==> src/rtl/lcd_controller.sv <==
// lcd_controller: HD44780 power-up, init sequence and timed write transactions
module lcd_controller #(
  parameter int CLK_MHZ  = 50,
  parameter int PWRUP_US = 50000
) (
  input  logic       clk,
  input  logic       rst,
  input  logic       lcd_enable,
  input  logic [9:0] lcd_bus,
  output logic       lcd_busy,
  output logic       lcd_rs,
  output logic       lcd_rw,
  output logic       lcd_e,
  output logic [7:0] lcd_data
);
  localparam int E_CYC     = CLK_MHZ;
  localparam int SHORT_CYC = 50 * CLK_MHZ;
  localparam int LONG_CYC  = 2000 * CLK_MHZ;
  localparam int PWRUP_CYC = PWRUP_US * CLK_MHZ;
  localparam int MAX_CYC   = PWRUP_CYC > LONG_CYC ? PWRUP_CYC : LONG_CYC;
  localparam int CW        = $clog2(MAX_CYC + 1);
  localparam logic [CW-1:0] E_L     = CW'(E_CYC);
  localparam logic [CW-1:0] SHORT_L = CW'(SHORT_CYC);
  localparam logic [CW-1:0] LONG_L  = CW'(LONG_CYC);
  localparam logic [CW-1:0] PWR_L   = CW'(PWRUP_CYC);
  typedef enum logic [1:0] {POWER_UP, INIT, READY, SEND} state_t;
  state_t state, state_n;
  logic [CW-1:0] cnt, cnt_n, len;
  logic [1:0] idx, idx_n;
  logic rs_q, rs_n, rw_q, rw_n, done;
  logic [7:0] dat, dat_n;
  function automatic logic [7:0] init_cmd(input logic [1:0] i);
    return i == 2'd0 ? 8'h38 : i == 2'd1 ? 8'h0C : i == 2'd2 ? 8'h01 : 8'h06;
  endfunction
  // state, counter and the latched rs/data presented to the panel
  always_ff @(posedge clk) begin
    if (rst) begin
      state <= POWER_UP;
      cnt   <= '0;
      idx   <= '0;
      rs_q  <= 1'b0;
      rw_q  <= 1'b0;
      dat   <= 8'h00;
    end else begin
      state <= state_n;
      cnt   <= cnt_n;
      idx   <= idx_n;
      rs_q  <= rs_n;
      rw_q  <= rw_n;
      dat   <= dat_n;
    end
  end
  // length of the current phase; a discarded read occupies a single cycle
  always_comb begin
    len  = state == POWER_UP ? PWR_L :
           state == INIT ? (idx == 2'd2 ? LONG_L : SHORT_L) :
           rw_q ? CW'(1) :
           (!rs_q && dat >= 8'h01 && dat <= 8'h03) ? LONG_L : SHORT_L;
    done = cnt == len - CW'(1);
  end
  // next-state sequencing: power-up wait, four init commands, then requests
  always_comb begin
    state_n = state;
    cnt_n   = cnt + CW'(1);
    idx_n   = idx;
    rs_n    = rs_q;
    rw_n    = rw_q;
    dat_n   = dat;
    case (state)
      POWER_UP: if (done) begin
        state_n = INIT;
        cnt_n   = '0;
        idx_n   = 2'd0;
        rs_n    = 1'b0;
        rw_n    = 1'b0;
        dat_n   = init_cmd(2'd0);
      end
      INIT: if (done) begin
        cnt_n   = '0;
        state_n = idx == 2'd3 ? READY : INIT;
        idx_n   = idx + 2'd1;
        dat_n   = idx == 2'd3 ? dat : init_cmd(idx + 2'd1);
      end
      READY: begin
        cnt_n = '0;
        if (lcd_enable) begin
          state_n = SEND;
          rw_n    = lcd_bus[8];
          rs_n    = lcd_bus[8] ? rs_q : lcd_bus[9];
          dat_n   = lcd_bus[8] ? dat : lcd_bus[7:0];
        end
      end
      SEND: if (done) begin
        state_n = READY;
        cnt_n   = '0;
      end
      default: state_n = POWER_UP;
    endcase
  end
  assign lcd_busy = state != READY;
  assign lcd_e    = (state == INIT || (state == SEND && !rw_q)) && cnt != '0 && cnt <= E_L;
  assign lcd_rs   = rs_q;
  assign lcd_rw   = 1'b0;
  assign lcd_data = dat;
endmodule
==> config.mk <==
export PLATFORM = sky130hd
export DESIGN_NAME = lcd_controller
export DESIGN_NICKNAME = d
export VERILOG_FILES = /design/src/rtl/lcd_controller.sv
export SDC_FILE = /design/constraint.sdc
export NUM_CORES = 1
export LEC_CHECK = 0
export ABC_CLOCK_PERIOD_IN_PS = 8700
export CORE_ASPECT_RATIO = 0.5
export CORE_UTILIZATION = 69
export CTS_CLUSTER_DIAMETER = 80
export DETAILED_ROUTE_END_ITERATION = 8
export DONT_BUFFER_PORTS = 1
export PLACE_DENSITY = 0.91
export SETUP_SLACK_MARGIN = 0.1
export SYNTH_ARGS = -nofsm -noshare
export SYNTH_HDL_FRONTEND = slang
export SYNTH_SLANG_ARGS = --single-unit
==> constraint.sdc <==
create_clock -name clk -period 8.7 [get_ports clk]
set_input_delay 0 -clock clk [delete_from_list [all_inputs] [get_ports clk]]
set_output_delay 0 -clock clk [all_outputs]
set_load 0.005 [all_outputs]
# Yosys cells after proc, flatten, opt, wreduce, memory -nomap -nowiden
# Index checks and enable logic that the tools add are counted.
word_totals:
  latchBits: 0
  word_cells: 78
  mem_bits_ro: 0
  out_inout_bits: 12
  memories: 0
  register_bits: 36
  ramBits: 0
op_classes:
  n_div: 0
  n_bitwise: 0
  n_eq_ne: 15
  n_reduce_logical: 20
  n_lt_le_gt_ge: 3
  addsub: 3
  shifts: 0
  n_mux: 31
  mul: 0
op_table:
  columns: ["operator", "n"]
  rows:
  - ["17-bit two-way mux", 4]
  - ["22-bit two-way mux", 2]
  - ["22-bit one-hot mux with 2 select lines", 1]
  - ["8-bit two-way mux", 5]
  - ["8-bit one-hot mux with 3 select lines", 1]
  - ["22-bit by 1-bit adder with 22-bit output (second input constant)", 1]
  - ["22-bit == test", 1]
  - ["22-bit by 6-bit <= comparator with 1-bit output (second input constant)", 1]
  - ["22-bit nonzero test", 1]
  - ["22-bit by 1-bit subtractor with 22-bit output (second input constant)", 1]
  - ["2-bit two-way mux", 7]
  - ["2-bit inequality test (second input constant)", 7]
  - ["2-bit == test (second input constant)", 5]
  - ["8-bit by 1-bit greater-or-equal comparator with 1-bit output (second input constant)", 1]
  - ["8-bit by 2-bit <= comparator with 1-bit output (second input constant)", 1]
  - ["2-bit one-hot mux with 4 select lines", 1]
  - ["4-bit AND reduction", 2]
  - ["6-bit two-way mux", 1]
  - ["3-bit AND reduction", 2]
  - ["6-bit AND reduction", 1]
  - ["1-bit logical AND", 5]
  - ["2-bit by 1-bit == test with 1-bit output (second input constant)", 2]
  - ["2-bit logical NOT", 2]
  - ["1-bit two-way mux", 4]
  - ["other kinds (10)", 13]

# Logic depth before layout (Yosys ltp)
logic_depth:
  ltp_word: 11
  ltp_mapped: 17

# Least setup slack after synthesis
# OpenSTA, ideal clock, no wires.
synth_path:
  path_type: "flip-flop to flip-flop"
  from: "reg dat[7] (netlist: lcd_data[7])"
  to: "reg dat[2] (netlist: lcd_data[2])"
  path_stages_with_launch: 15
  t_required_ps: 8572
  arrival_time_ps: 3396
  n_path_buf: 1
  setup_ps: 128
  slack_ps: 5176
  cell_sequence: "dfxtp_1 or4_4 nor4_1 nor3_1 inv_1 ha_1 inv_1 nor3_1 o221ai_1 a221oi_2 o2111ai_2 o32ai_4 buf_6 mux2i_1 nor2_1"
synth_between:
  elab_chain_len: 11
  word_cells_on_any_way: 13
  cone_classes: "1 x add/sub; 2 x order compare; 3 x eq/ne; 4 x mux; 3 x reduce/logical"
synth_lines:
  columns: ["item", "line", "text"]
  rows:
  - ["start: declaration", "31", "logic [7:0] dat, dat_n;"]
  - ["start signal: assignment", "50", "dat <= dat_n;"]
  - ["8-bit by 1-bit greater-or-equal comparator with 1-bit output", "58", "(!rs_q && dat >= 8'h01 && dat <= 8'h03) ? LONG_L : SHORT_L;"]
  - ["1-bit logical AND", "58", null]
  - ["1-bit logical AND *", "58", null]
  - ["17-bit two-way mux *", "58", null]
  - ["17-bit two-way mux *", "57", "rw_q ? CW'(1) :"]
  - ["17-bit two-way mux *", "56", "state == INIT ? (idx == 2'd2 ? LONG_L : SHORT_L) :"]
  - ["22-bit two-way mux *", "55", "len = state == POWER_UP ? PWR_L :"]
  - ["22-bit by 1-bit subtractor with 22-bit output *", "59", "done = cnt == len - CW'(1);"]
  - ["22-bit == test *", "59", null]
  - ["2-bit inequality test (no source line)", null, null]
  - ["6-bit AND reduction (no source line) *", null, null]
# Every way passes the cells marked *; elsewhere a longest branch is shown, timed or not.
# A chain may end at the register's enable or synchronous reset.

# Worst setup path in the final report
layout_path:
  from: "reg state[1]"
  to: "reg cnt[2]"
layout_between:
  elab_chain_len: 7
  word_cells_on_any_way: 11
  cone_classes: "1 x add/sub; 4 x eq/ne; 4 x mux; 2 x reduce/logical"
layout_lines:
  columns: ["item", "line", "text"]
  rows:
  - ["start: declaration", "27", "state_t state, state_n;"]
  - ["start signal: assignment", "45", "state <= state_n;"]
  - ["2-bit by 1-bit == test with 1-bit output", "56, 69", null]
  - ["17-bit two-way mux", "56", null]
  - ["22-bit two-way mux", "55", null]
  - ["22-bit by 1-bit subtractor with 22-bit output", "59", null]
  - ["22-bit == test", "59", null]
  - ["22-bit two-way mux", "70, 78, 93", null]
  - ["22-bit one-hot mux with 2 select lines *", "69", "case (state)"]
  - ["end signal: assignment", "46", "cnt <= cnt_n;"]
  - ["end: declaration", "28", "logic [CW-1:0] cnt, cnt_n, len;"]
# Marks and branches as above.

==> reports/metrics.yaml <==
async_reset_ff_share_pct: 0
maxCapViolations: 0
layout.nets: 343
grt_overflow: 0
io_buffers: 0
cp_num_buf_inv: 3
grt_pass1_vias: 2219
p_leak_nw: 0.9298
switching_power_w: 0.0003184
synthesis.instances: 327
die_w_um: 88.16
cts_setup_buffers: 0
hp-class: "in -> reg"
start_util_pct: 73.37
drc: 0
ys_seq_area_share_pct: 28.14
wl_per_cell_um: 17.63
fp-row-count: 15
clock_skew_ps: 8.553
holdWs_ps: 48.49
power_frac_seq_pct: 28.4
core_area_um2: 3491
synth.net_count: 353
routed_wl_mm: 6.505
first_pass_iters: 5
cp-end-kind: "register"
timing_worst_setup_path_type: "reg -> reg"
area_growth_pct: 5.374
synth-seq-cells: 36
cts-root-buf: "clkbuf_8"
post_synth.cell_area_avg_um2: 7.832
synth_edf_count: 0
slew_viol_final: 0
clk_path_buf_depth: 2
layout_commonest_cell: "nor2_1"
p_int_w: 0.0004024
vias: 2498
placed_cells: 354
ys_warn_count: 0
vias_per_cell: 6.770
slew_headroom_pct: 37.18
fillers: 252
clock_power_share_pct: 20.4
final_cell_mix: "48 x nor2_1, 36 x dfxtp_1, 21 x nand3_1"
worstPathArrival_ps: 5140
diodes: 0
drt_iter0_markers: 341
fin_area_um2: 2699
placed_area_um2: 2521
grt_max_degree: 30
worstPathRequired_ps: 8840
critical_path.max_stage_delay_ps: 680
drive_gt1_share_pct: 5.975
synth_area_um2: 2561
period_needed_ps: 4992
grt.total_usage_pct: 34.88
switching_share_pct: 44.17
worstPathMaxFanout: 24
path_delay_family: "simple AND/OR/NAND/NOR gates"
grt_pass1_wl_mm: 10.36
max_clock_freq_mhz: 200.3
dieArea_um2: 3974
ctsResizeCount: 0
gp_congestion: 0.9548
startpoint_type: "register"
cts_sinks: 36
comb_power_share_pct: 51.2
worst_slew_pin_slew_ps: 942.3
io_pins: 25
drtAntennaViolNets: 0
antenna_found_initial: 0
rsz0062_at_grt: "no"
die_h_um: 45.08
cts-htree-levels: 2
insertion_delay_ps: 290
finalNonFillerCells: 369
hold_viol_final: 0
setup_viol: 0
period_share_pct: 57.38
worstPathCellList: "inv_1 > ha_1 > nor2b_1 > nor4_1 > nor3_1 > inv_1 > ha_1 > inv_1 > nor3_1 > o221ai_1 > a221oi_2 > o2111ai_2 > nor3_1 > or3_1 > nor2_1"
synth_cell_types: 62
outcome: "complete, no violations"
cts_made_buffers: 5
tns_ps: 0
cts.reportedPaths.clkPinSlew_ps: 70
cpMaxStageDelayCell: "or3_1"
synth_ff_type: "dfxtp_1"
pwr_density_cell_nw_per_um2: 267.1
peakVddDrop_mv: 0.1734
cts_tree: "built"
hpwl_mm: 4.416
repair_timing:
item	in CTS	in global routing
endpoints found under the setup margin	0	0
hold buffers	7	0
hold endpoints to repair	13	0
worst min-delay path: cells and delay by family:
kind	cells	cell delay, ps
AND/OR/NAND/NOR	2	210
AO/OA/AOI/OAI	1	70
path summary, 6_finish.rpt:
| kind | from | endpoint | slack (ps) | cells after the start |
|---|---|---|---|---|
| worst min register to register | cnt[0] | cnt[0] | 500 | 1 |
| worst max register to register | state[1] | cnt[2] | 3710 | 15 |
| worst max-delay path | state[1] | cnt[2] | 3710 | 15 |
| worst min-delay path | lcd_bus[8] | lcd_rs | 50 | 3 |
layout make-up:
class / instances / area [um2] / area share (%)
Timing Repair Buffer: 7 / 70.07 / 2.596
Clock buffer: 6 / 72.57 / 2.689
Clock inverter: 2 / 35.03 / 1.298
Sequential cell: 36 / 720.7 / 26.70
Multi-Input combinational cell: 254 / 1688 / 62.54
Tap cell: 51 / 63.81 / 2.364
Inverter: 13 / 48.80 / 1.808
flip-flops by register name (all words and copies together) (netlist names):
register / flops
cnt: 22
idx: 2
lcd_data: 8
lcd_rs: 1
rw_q: 1
state: 2
cell usage after synthesis (2+ instances only):
library cell / n / area, um2
a211oi_1: 2 / 15.01
a21o_1: 2 / 15.01
a21oi_1: 13 / 65.06
a221oi_2: 2 / 30.03
a22o_1: 3 / 26.28
a22oi_1: 2 / 15.01
a311oi_1: 5 / 43.79
a31oi_1: 2 / 12.51
and3_1: 3 / 18.77
and4_1: 2 / 17.52
buf_2: 2 / 10.01
clkbuf_1: 20 / 75.07
dfxtp_1: 36 / 720.7
ha_1: 13 / 162.7
inv_1: 13 / 48.80
mux2i_1: 3 / 30.03
nand2_1: 13 / 48.80
nand2b_1: 8 / 50.05
nand3_1: 21 / 105.1
nand3b_1: 3 / 22.52
nand4_1: 6 / 37.54
nand4b_1: 2 / 17.52
nor2_1: 48 / 180.2
nor2b_1: 7 / 43.79
nor3_1: 11 / 55.05
nor4_1: 7 / 43.79
nor4b_1: 2 / 17.52
o211ai_1: 2 / 15.01
o21a_1: 2 / 15.01
o21ai_0: 7 / 35.03
o221ai_1: 2 / 17.52
o31ai_1: 4 / 30.03
or2_2: 4 / 25.02
or3_1: 6 / 37.54
or4_1: 2 / 15.01
xnor2_1: 8 / 70.07
xor2_1: 14 / 122.6
power groups by stage:
stage                     Combinational, W  Clock, W  Sequential (W)
after detailed placement          0.000350         0        0.000207
after global placement            0.000345         0        0.000206
after global routing              0.000402  0.000158        0.000208
after CTS                         0.000358  0.000148        0.000204
after floorplan                   0.000305         0        0.000201
final                             0.000369  0.000147        0.000204
cell families after synthesis:
logic type / synth area share, %
AO/OA/AOI/OAI: 19.30
flip-flops: 28.14
XOR/XNOR: 7.523
multiplexers: 1.612
other: 0.1464
adder cells (fa/ha/maj): 6.351
AND/OR/NAND/NOR: 30.97
buffers and inverters: 5.960
through the flow:
step / utilization [%] / power [W] / worst slack, ps
2_1_floorplan: - / 0.0005050 / 5176
4_1_cts: 77.31 / 0.0007092 / 3891
6_report: 77.31 / 0.0007208 / 3708
5_1_grt: 77.31 / 0.0007671 / 3336
3_3_place_gp: 72.22 / 0.0005511 / 4126
3_5_place_dp: 72.22 / 0.0005578 / 3898
layer usage:
metal | vias up | wire length, um | global-route usage, %
met2 | 150 | 2805 | 53.23
met3 | 18 | 713 | 10.79
met1 | 1170 | 2850 | 47.19
met5 | - | 0 | 0
met4 | 0 | 135 | 12.26
li1 | 1160 | - | -
(Power assumes the default switching activity.)
